### config.mk
export PLATFORM = sky130hd
export DESIGN_NAME = mem_io_bus
export DESIGN_NICKNAME = d
export VERILOG_FILES = /design/src/rtl/mem_io_bus.sv
export SDC_FILE = /design/constraint.sdc
export NUM_CORES = 2
export LEC_CHECK = 0
export BUFFER_PORTS_ARGS = -buffer_cell sky130_fd_sc_hd__buf_2
export CAP_MARGIN = 20
export CORE_MARGIN = 2
export CORE_UTILIZATION = 50
export CTS_CLUSTER_SIZE = 16
export DETAILED_ROUTE_END_ITERATION = 8
export HOLD_SLACK_MARGIN = 0.02
export PLACE_DENSITY = 0.65
export RECOVER_POWER = 100
export SLEW_MARGIN = 20
export SYNTH_ARGS = -nofsm -noshare
export SYNTH_HDL_FRONTEND = slang
export SYNTH_SLANG_ARGS = --single-unit
### constraint.sdc
create_clock -name clk -period 8.8 [get_ports clk]
set_clock_uncertainty 0.15 [all_clocks]
set_input_delay 1.32 -clock clk [delete_from_list [all_inputs] [get_ports clk]]
set_output_delay 1.32 -clock clk [all_outputs]
set_load 0.02 [all_outputs]
### src/rtl/mem_io_bus.sv
// Memory/IO slave: 256x16 RAM, LED register and switch port behind a wait-state handshake.
module mem_io_bus #(
    parameter int unsigned WAIT_STATES = 1,
    parameter logic [8:0]  LED_ADDR    = 9'h100,
    parameter logic [8:0]  SW_ADDR     = 9'h140,
    parameter string       INIT_FILE   = "data.txt"
) (
    input  logic        clk,
    input  logic        reset_n,
    input  logic [1:0]  mem_cmd,
    input  logic [8:0]  mem_addr,
    input  logic [15:0] write_data,
    input  logic [7:0]  SW,
    output logic [15:0] read_data,
    output logic        mem_ready,
    output logic        bus_err,
    output logic [7:0]  LEDR
);

    localparam logic [1:0] MNONE  = 2'b00;
    localparam logic [1:0] MREAD  = 2'b01;
    localparam logic [1:0] MWRITE = 2'b10;
    localparam logic [1:0] MILL   = 2'b11;
    localparam logic [3:0] CNT_INIT = (WAIT_STATES > 0) ? 4'(WAIT_STATES - 1) : 4'd0;

    typedef enum logic [1:0] {IDLE, WAIT, DONE} state_t;

    state_t      state, state_next;
    logic [3:0]  cnt, cnt_next;
    logic        go_done;
    logic [1:0]  cmd_q;
    logic [8:0]  addr_q;
    logic [15:0] data_q;
    logic        err_q;
    logic [7:0]  sw_meta, sw_sync;
    logic [15:0] ram [256];

    logic [1:0]  eff_cmd;
    logic [8:0]  eff_addr;
    logic [15:0] eff_data;
    logic        is_ram, is_led, is_sw, is_err;

    always_ff @(posedge clk or negedge reset_n) begin
        if (!reset_n) begin
            state <= IDLE;
            cnt   <= '0;
        end else begin
            state <= state_next;
            cnt   <= cnt_next;
        end
    end

    always_comb begin
        state_next = state;
        cnt_next   = cnt;
        go_done    = 1'b0;
        case (state)
            IDLE: begin
                if (mem_cmd != MNONE) begin
                    if (WAIT_STATES == 0) begin
                        state_next = DONE;
                        go_done    = 1'b1;
                    end else begin
                        state_next = WAIT;
                        cnt_next   = CNT_INIT;
                    end
                end
            end
            WAIT: begin
                if (cnt == '0) begin
                    state_next = DONE;
                    go_done    = 1'b1;
                end else begin
                    cnt_next = cnt - 4'd1;
                end
            end
            DONE:    state_next = IDLE;
            default: state_next = IDLE;
        endcase
    end

    // With zero wait states the access happens on the accept edge, so use the live inputs.
    always_comb begin
        eff_cmd  = (state == IDLE) ? mem_cmd    : cmd_q;
        eff_addr = (state == IDLE) ? mem_addr   : addr_q;
        eff_data = (state == IDLE) ? write_data : data_q;
        is_ram   = !eff_addr[8];
        is_led   = (eff_addr == LED_ADDR);
        is_sw    = (eff_addr == SW_ADDR);
        is_err   = (eff_cmd == MILL) || !(is_ram || is_led || is_sw);
    end

    always_ff @(posedge clk or negedge reset_n) begin
        if (!reset_n) begin
            cmd_q     <= MNONE;
            addr_q    <= '0;
            data_q    <= '0;
            err_q     <= 1'b0;
            read_data <= '0;
            LEDR      <= '0;
            sw_meta   <= '0;
            sw_sync   <= '0;
        end else begin
            sw_meta <= SW;
            sw_sync <= sw_meta;
            if (state == IDLE && mem_cmd != MNONE) begin
                cmd_q  <= mem_cmd;
                addr_q <= mem_addr;
                data_q <= write_data;
            end
            if (go_done) begin
                err_q <= is_err;
                case (eff_cmd)
                    MREAD: begin
                        if (is_ram)      read_data <= ram[eff_addr[7:0]];
                        else if (is_led) read_data <= {8'h00, LEDR};
                        else if (is_sw)  read_data <= {8'h00, sw_sync};
                        else             read_data <= '0;
                    end
                    MWRITE:  if (is_led) LEDR <= eff_data[7:0];
                    MILL:    read_data <= '0;
                    default: ;
                endcase
            end
        end
    end

    always_ff @(posedge clk) begin
        if (go_done && eff_cmd == MWRITE && is_ram)
            ram[eff_addr[7:0]] <= eff_data;
    end

    assign mem_ready = (state == DONE);
    assign bus_err   = (state == DONE) && err_q;

endmodule

Word level (Yosys, flattened, before mapping):

Memories as Yosys holds them, arrays and structs flattened.
Cells that the tools add are included.
Widths: inputs -> output; s select.

* flip-flop bits (word level): 74
* RAM bits: 4096
* bits of input ports: 37
* output and inout bits: 26
* logic and storage cells: 57
* memories kept: 1

Memories
* ram: words 256, width 16, read ports 1, clocked after memory_dff 0, write ports 1, RTL line 36 `logic [15:0] ram [256];`

* $add $sub $neg: 1
* eq/ne operators: 10
* muxes and demuxes: 17
* reduce and logical (&&, ||, !) cells: 18

Operators by type and width (number)
* $mux 16: 2
* $pmux 16 s2: 1
* $eq 9x9->1 const B: 2
* $mux 8: 2
* $mux 9: 1
* $mux 4: 2
* $pmux 4 s2: 1
* $eq 2x2->1 const B: 3
* $mux 2: 3
* $reduce_and 3->1: 2
* $reduce_bool 2->1: 3
* $eq 2x1->1 const B: 2
* $logic_and 1x1->1: 4
* $logic_not 4->1: 1
* $mux 1: 4
* $ne 2x2->1 const B: 2
* $pmux 2 s2: 1
* $reduce_and 2->1: 2
* $sub 4x1->4 const B: 1
* $logic_or 1x1->1: 3
* $logic_not 1->1: 2
* $logic_not 2->1: 1
* $ne 2x1->1 const B: 1

Depth between registers and ports, before layout:

* word-level depth: 7
* depth in mapped cells: 13
* gate-level depth less buffers: 10

Worst setup path before layout:

No wires, ideal clock.

* path kind: reg-to-reg
* start: reg state[0]
* end: mem ram[0][10], data pin
* setup time: 823 ps
* arrival time: 4769 ps
* data required time: 7827 ps
* slack: 3058 ps
* cell stages (with the launch flop): 9
* buffers on the path: 5
* clock period less this slack: 5742 ps
* cell sequence: dfrtp_1 -> buf_6 -> nor2_8 -> buf_2 -> buf_2 -> buf_1 -> buf_1 -> nand2_1 -> nand2_1

* word-level cells in the longest chain between the ends: 2

RTL lines
* start: declaration: RTL line 28 `state_t state, state_next;`
* start signal: assignment: RTL line 48 `state <= state_next;`
* $logic_not 2->1: RTL line 86 `eff_data = (state == IDLE) ? write_data : data_q;`
* $mux 16: RTL line 86
* via eff_data[10]: RTL line 40 `logic [15:0] eff_data;`
* end: declaration: RTL line 36

The timed path passes the listed nets, and every way through them passes these cells.

Worst setup path in the final report:

* start: reg state[0]
* end: mem ram[186][6], enable pin

* word-level cells in the longest chain between the ends: 7
* elaborated cells between the ends (all ways): 11
* classes of those cells: eq/ne (2); mux (5); reduce/logical (4)

RTL lines
* $logic_not 2->1: RTL line 84, 85
* $mux 2: RTL line 84 `eff_cmd = (state == IDLE) ? mem_cmd : cmd_q;`
* $eq 2x2->1: RTL line 129 `if (go_done && eff_cmd == MWRITE && is_ram)`
* $logic_and 1x1->1 (2 in series): RTL line 129
* $mux 1: RTL line 129
* $mux 1 (implied by the code): RTL line 130 `ram[eff_addr[7:0]] <= eff_data;`

Parallel ways exist; a longest one is shown, timed or not.

==> metrics list <==
- The flow ran to the end, but the final reports show violations.
- The final reports fail on capacitance limit, slew limit.
- Primary FF master, synth: sky130_fd_sc_hd__edfxtp_1
- The setup path with the least slack is of type register to register.
* Detailed router's first-iteration violation count: 14800
* Most frequent cells in the layout: 4096 x sky130_fd_sc_hd__edfxtp_1, 1922 x sky130_fd_sc_hd__o22ai_1, 870 x sky130_fd_sc_hd__o21ai_0
* CTS H-tree lvls: 5
- Post-synthesis instance total: 8830
* Initial Util: 50.2%
* Final-layout fill cell count: about 23000
* Post-layout minimum cycle time: 7.54 ns
* Count of flip-flops with a built-in enable after synthesis: just over 4000
- Root Buffer: sky130_fd_sc_hd__clkbuf_16
* First-pass GRT wire length: 647000 µm
* Most frequent cell on the critical path: sky130_fd_sc_hd__clkbuf_1
- The total overflow left after global routing is 0.
- After the last flow step, the layout net total stands at 9136.
* Clk sinks: 4170
- Die Footprint: roughly 310000 µm²
- Synthesis instantiated 58 different standard cells from the library.
- Crit path arrival time: 7.95 ns
- Total area of multi-input combinational cells: 24300 µm²
- Pwr per Cell Area: 374 nW/µm²
- Summed over all failing endpoints, the final setup total negative slack is 0 ns.
- The number of hold buffers added after CTS was 0.
* Register area share after synthesis: slightly above 80%
- Dividing the detail-routed wire length by the instance count gives 34.5 µm.
- Async set-or-reset flop fraction in the synthesized netlist: 1.77%
- Setup slack on the critical path of the routed design comes to 1.26 ns.
* Sequential power share: 42.0%
- Kind of launch point of the worst setup path: register
* P_int: 40.2 mW
- In this run the post-CTS setup repair buffer count came out at 0.
- Walking the worst path, the cells encountered are or2_0 -> clkbuf_1 -> nand2_1 -> nand2_1 -> clkbuf_1 -> nor2_2 -> clkbuf_1 -> buf_4 -> nand3_1 -> clkbuf_1 -> nor2_1 -> clkbuf_1.
* TritonCTS clock tree: built
- Worst-case vdd ir drop: 0.417 mV
- Io pins: 63
* Proportion of layout cells with a drive suffix above 1: 9.08%
* HPWL Detailed: about 250000 µm
- Least-Margin Pin Slew: 4.04 ns
- Clock latency on the worst-skew pair: 0.96 ns
- Hold Path Class: register to register
- In this run, the combinational gates consume 31.6% of the power.
- Count of state elements after synthesis: 4170
- Crit path capture type: register
- Overall Global Routing Usage: 29.1%
- Via count of the first global-routing pass: ~90000
- Die extent in x: roughly 550 µm
- Of the total power, the share spent switching nets is 36.8%.
- Setup repair after global routing left no endpoint under its margin.
- The tightest hold path in the finished design has a slack of 0.198 ns.
* Timing-limited maximum frequency: 0.133 GHz
* Sum of buffers and inverters on the critical path: 6
* Slew headroom: -170%
- Detail-routed via count per cell: just under 7
- In this run, the clock network consumes 26.4% of the power.
* Final wirelength: 462000 µm
* Mapped Nets: 8868
- Final worst path period share: 85.7%
* Maximum number of pins on one net before global-route repair: 210
- The die is 555 µm tall.
- The detailed router placed 92600 vias in this run.
- In this run the remaining antenna-violating nets after routing total 0.
- The largest individual stage delay along the critical path comes from the cell sky130_fd_sc_hd__clkbuf_1.
- Number of antenna violations at the first check in global routing: 27
* Most common cell after layout, fill and taps aside: sky130_fd_sc_hd__edfxtp_1
* Setup-violating endpoint count in the final report: 0
* Delay-heaviest family, CP: buffers and inverters
* Count of warnings emitted by yosys: 0
- OpenSTA, run right after detailed placement, puts the worst setup slack at 2.84 ns.
- The count of pins over their slew limit was 2544.
- Combined area of all synthesized cells: between 150000 and 200000 µm²
- Compared with the post-synthesis result, the final layout area differs by 12.1%.
* Floorplan core area: 303000 µm²
- Of all nets on the critical path, the largest fanout is 25.
- Clock buffer depth: 4
- The tool flagged a number of max-cap violations equal to 67.
- For this design the static power due to leakage is 50.8 nW.
- CP Data Required Time: between 9 and 10 ns
* CTS-repair resized insts: 0
* Final number of hold-violating endpoints: 0
- Remaining routing DRC violations: 0
- Sequential cell area: 125000 µm²
* Number of cell rows: a little over 200
- Number of detailed-route iterations in the first pass: 6
- Clock slew at reported path FFs: 0.06 ns
- Delay of the slowest cell on the worst path: 1.24 ns
- Routability-driven placement finished with a final weighted congestion of 0.876.
- Switching power: 23.4 mW
* Avg Inst Size Synth: about 17 µm²
* Number of buffers inserted during clock tree synthesis: slightly above 400
* Number of buffers inserted by port buffering: 62
==> registers in the layout (all words and copies together) (netlist names) <==
name / count
err_q: 1
LEDR: 8
cnt: 4
data_q: 16
cmd_q: 2
ram: 4096
addr_q: 9
sw_sync: 8
state: 2
read_data: 16
sw_meta: 8
==> worst register-to-register path: cells and delay by family (launching register included) <==
kind | cells | cell delay [ns]
flip-flops | 1 | 0.63
buffers and inverters | 6 | 4.58
AND/OR/NAND/NOR | 6 | 1.78
==> synth_stat cells, types with 2 or more instances <==
| cell | count | area [µm²] |
|---|---|---|
| sky130_fd_sc_hd__a21oi_1 | 76 | 380 |
| sky130_fd_sc_hd__a222oi_1 | 7 | 70.1 |
| sky130_fd_sc_hd__a22oi_1 | 136 | 1020 |
| sky130_fd_sc_hd__a32o_1 | 4 | 40.0 |
| sky130_fd_sc_hd__a41oi_1 | 215 | 1880 |
| sky130_fd_sc_hd__and2_1 | 2 | 12.5 |
| sky130_fd_sc_hd__and3_1 | 2 | 12.5 |
| sky130_fd_sc_hd__buf_1 | 31 | 116 |
| sky130_fd_sc_hd__buf_2 | 310 | 1550 |
| sky130_fd_sc_hd__buf_4 | 9 | 67.6 |
| sky130_fd_sc_hd__buf_6 | 43 | 484 |
| sky130_fd_sc_hd__clkbuf_1 | 241 | 905 |
| sky130_fd_sc_hd__dfrtp_1 | 74 | 1850 |
| sky130_fd_sc_hd__edfxtp_1 | 4096 | 123000 |
| sky130_fd_sc_hd__inv_1 | 8 | 30.0 |
| sky130_fd_sc_hd__mux2_2 | 8 | 90.1 |
| sky130_fd_sc_hd__nand2_1 | 165 | 619 |
| sky130_fd_sc_hd__nand2_2 | 2 | 12.5 |
| sky130_fd_sc_hd__nand2b_1 | 7 | 43.8 |
| sky130_fd_sc_hd__nand3_1 | 27 | 135 |
| sky130_fd_sc_hd__nand3b_1 | 3 | 22.5 |
| sky130_fd_sc_hd__nand4_1 | 39 | 244 |
| sky130_fd_sc_hd__nor2_1 | 273 | 1020 |
| sky130_fd_sc_hd__nor3_1 | 10 | 50.1 |
| sky130_fd_sc_hd__nor4_1 | 9 | 56.3 |
| sky130_fd_sc_hd__o21a_1 | 12 | 90.1 |
| sky130_fd_sc_hd__o21ai_0 | 871 | 4360 |
| sky130_fd_sc_hd__o21ai_1 | 120 | 601 |
| sky130_fd_sc_hd__o221a_1 | 2 | 22.5 |
| sky130_fd_sc_hd__o22ai_1 | 1922 | 12000 |
| sky130_fd_sc_hd__o31a_1 | 4 | 35.0 |
| sky130_fd_sc_hd__o31ai_1 | 3 | 22.5 |
| sky130_fd_sc_hd__o31ai_2 | 2 | 25.0 |
| sky130_fd_sc_hd__o41ai_1 | 59 | 517 |
| sky130_fd_sc_hd__or2_1 | 2 | 12.5 |
| sky130_fd_sc_hd__or3_1 | 11 | 68.8 |
| sky130_fd_sc_hd__or4_1 | 3 | 22.5 |
| sky130_fd_sc_hd__xnor2_1 | 2 | 17.5 |
==> layout make-up <==
cell class | count | share of cell area (%)
Antenna cell | 12 | 0.0177
Clock buffer | 497 | 6.23
Clock inverter | 223 | 1.22
Inverter | 8 | 0.0177
Multi-Input combinational cell | 4018 | 14.3
Sequential cell | 4170 | 73.4
Tap cell | 3978 | 2.93
Timing Repair Buffer | 497 | 1.90
==> power groups by stage <==
| stage | clock network (mW) | logic (mW) | registers (mW) |
|---|---|---|---|
| 2_1_floorplan | 0 | 10.6 | 28.0 |
| 3_3_place_gp | 0 | 19.1 | 26.8 |
| 3_5_place_dp | 0 | 19.6 | 26.8 |
| 6_report | 16.8 | 20.1 | 26.7 |
| 4_1_cts | 16.9 | 19.7 | 26.4 |
| 5_1_grt | 17.6 | 20.8 | 26.7 |
==> through the flow <==
stage / utilization (%) / power [mW] / cell area (µm²) / std cells
finish: 56.2 / 63.6 / 170000 / 13400
global route: 56.2 / 65.1 / 170000 / 13400
CTS: 56.6 / 62.9 / 171000 / 13400
detailed placement: 52.4 / 46.4 / 159000 / 12700
global placement: 52.3 / 45.9 / 158000 / 12700
floorplan: - / 38.6 / 152000 / 8830
==> cells by family after synthesis <==
group           share of synthesized area, %
buf+inv                                 2.08
simple gates                            1.62
mux                                   0.0594
fa+ha+maj                            0.00824
compound gates                          14.0
flops                                   82.3
xor+xnor                              0.0115
==> routing by layer <==
| layer | vias up | global-route usage (%) | wire length, µm |
|---|---|---|---|
| li1 | 37500 | - | - |
| met1 | 47200 | 39.8 | 168000 |
| met4 | 16 | 14.4 | 25800 |
| met2 | 6677 | 44.0 | 209000 |
| met5 | - | 0 | 95 |
| met3 | 1123 | 7.09 | 59400 |
==> path summary, 6_finish.rpt <==
check                                start  cells after the start            to  slack (ns)
worst max-delay path              state[0]                     12   ram[186][6]        1.26
worst min-delay path            sw_meta[6]                      0    sw_sync[6]        0.20
worst max register to register    state[0]                     12   ram[186][6]        1.26
worst min register to register  sw_meta[6]                      0    sw_sync[6]        0.20
max in group asynchronous          reset_n                      2  read_data[0]        3.47
min in group asynchronous          reset_n                      1    sw_meta[1]        0.93
Power figures use the tool's default switching activity.
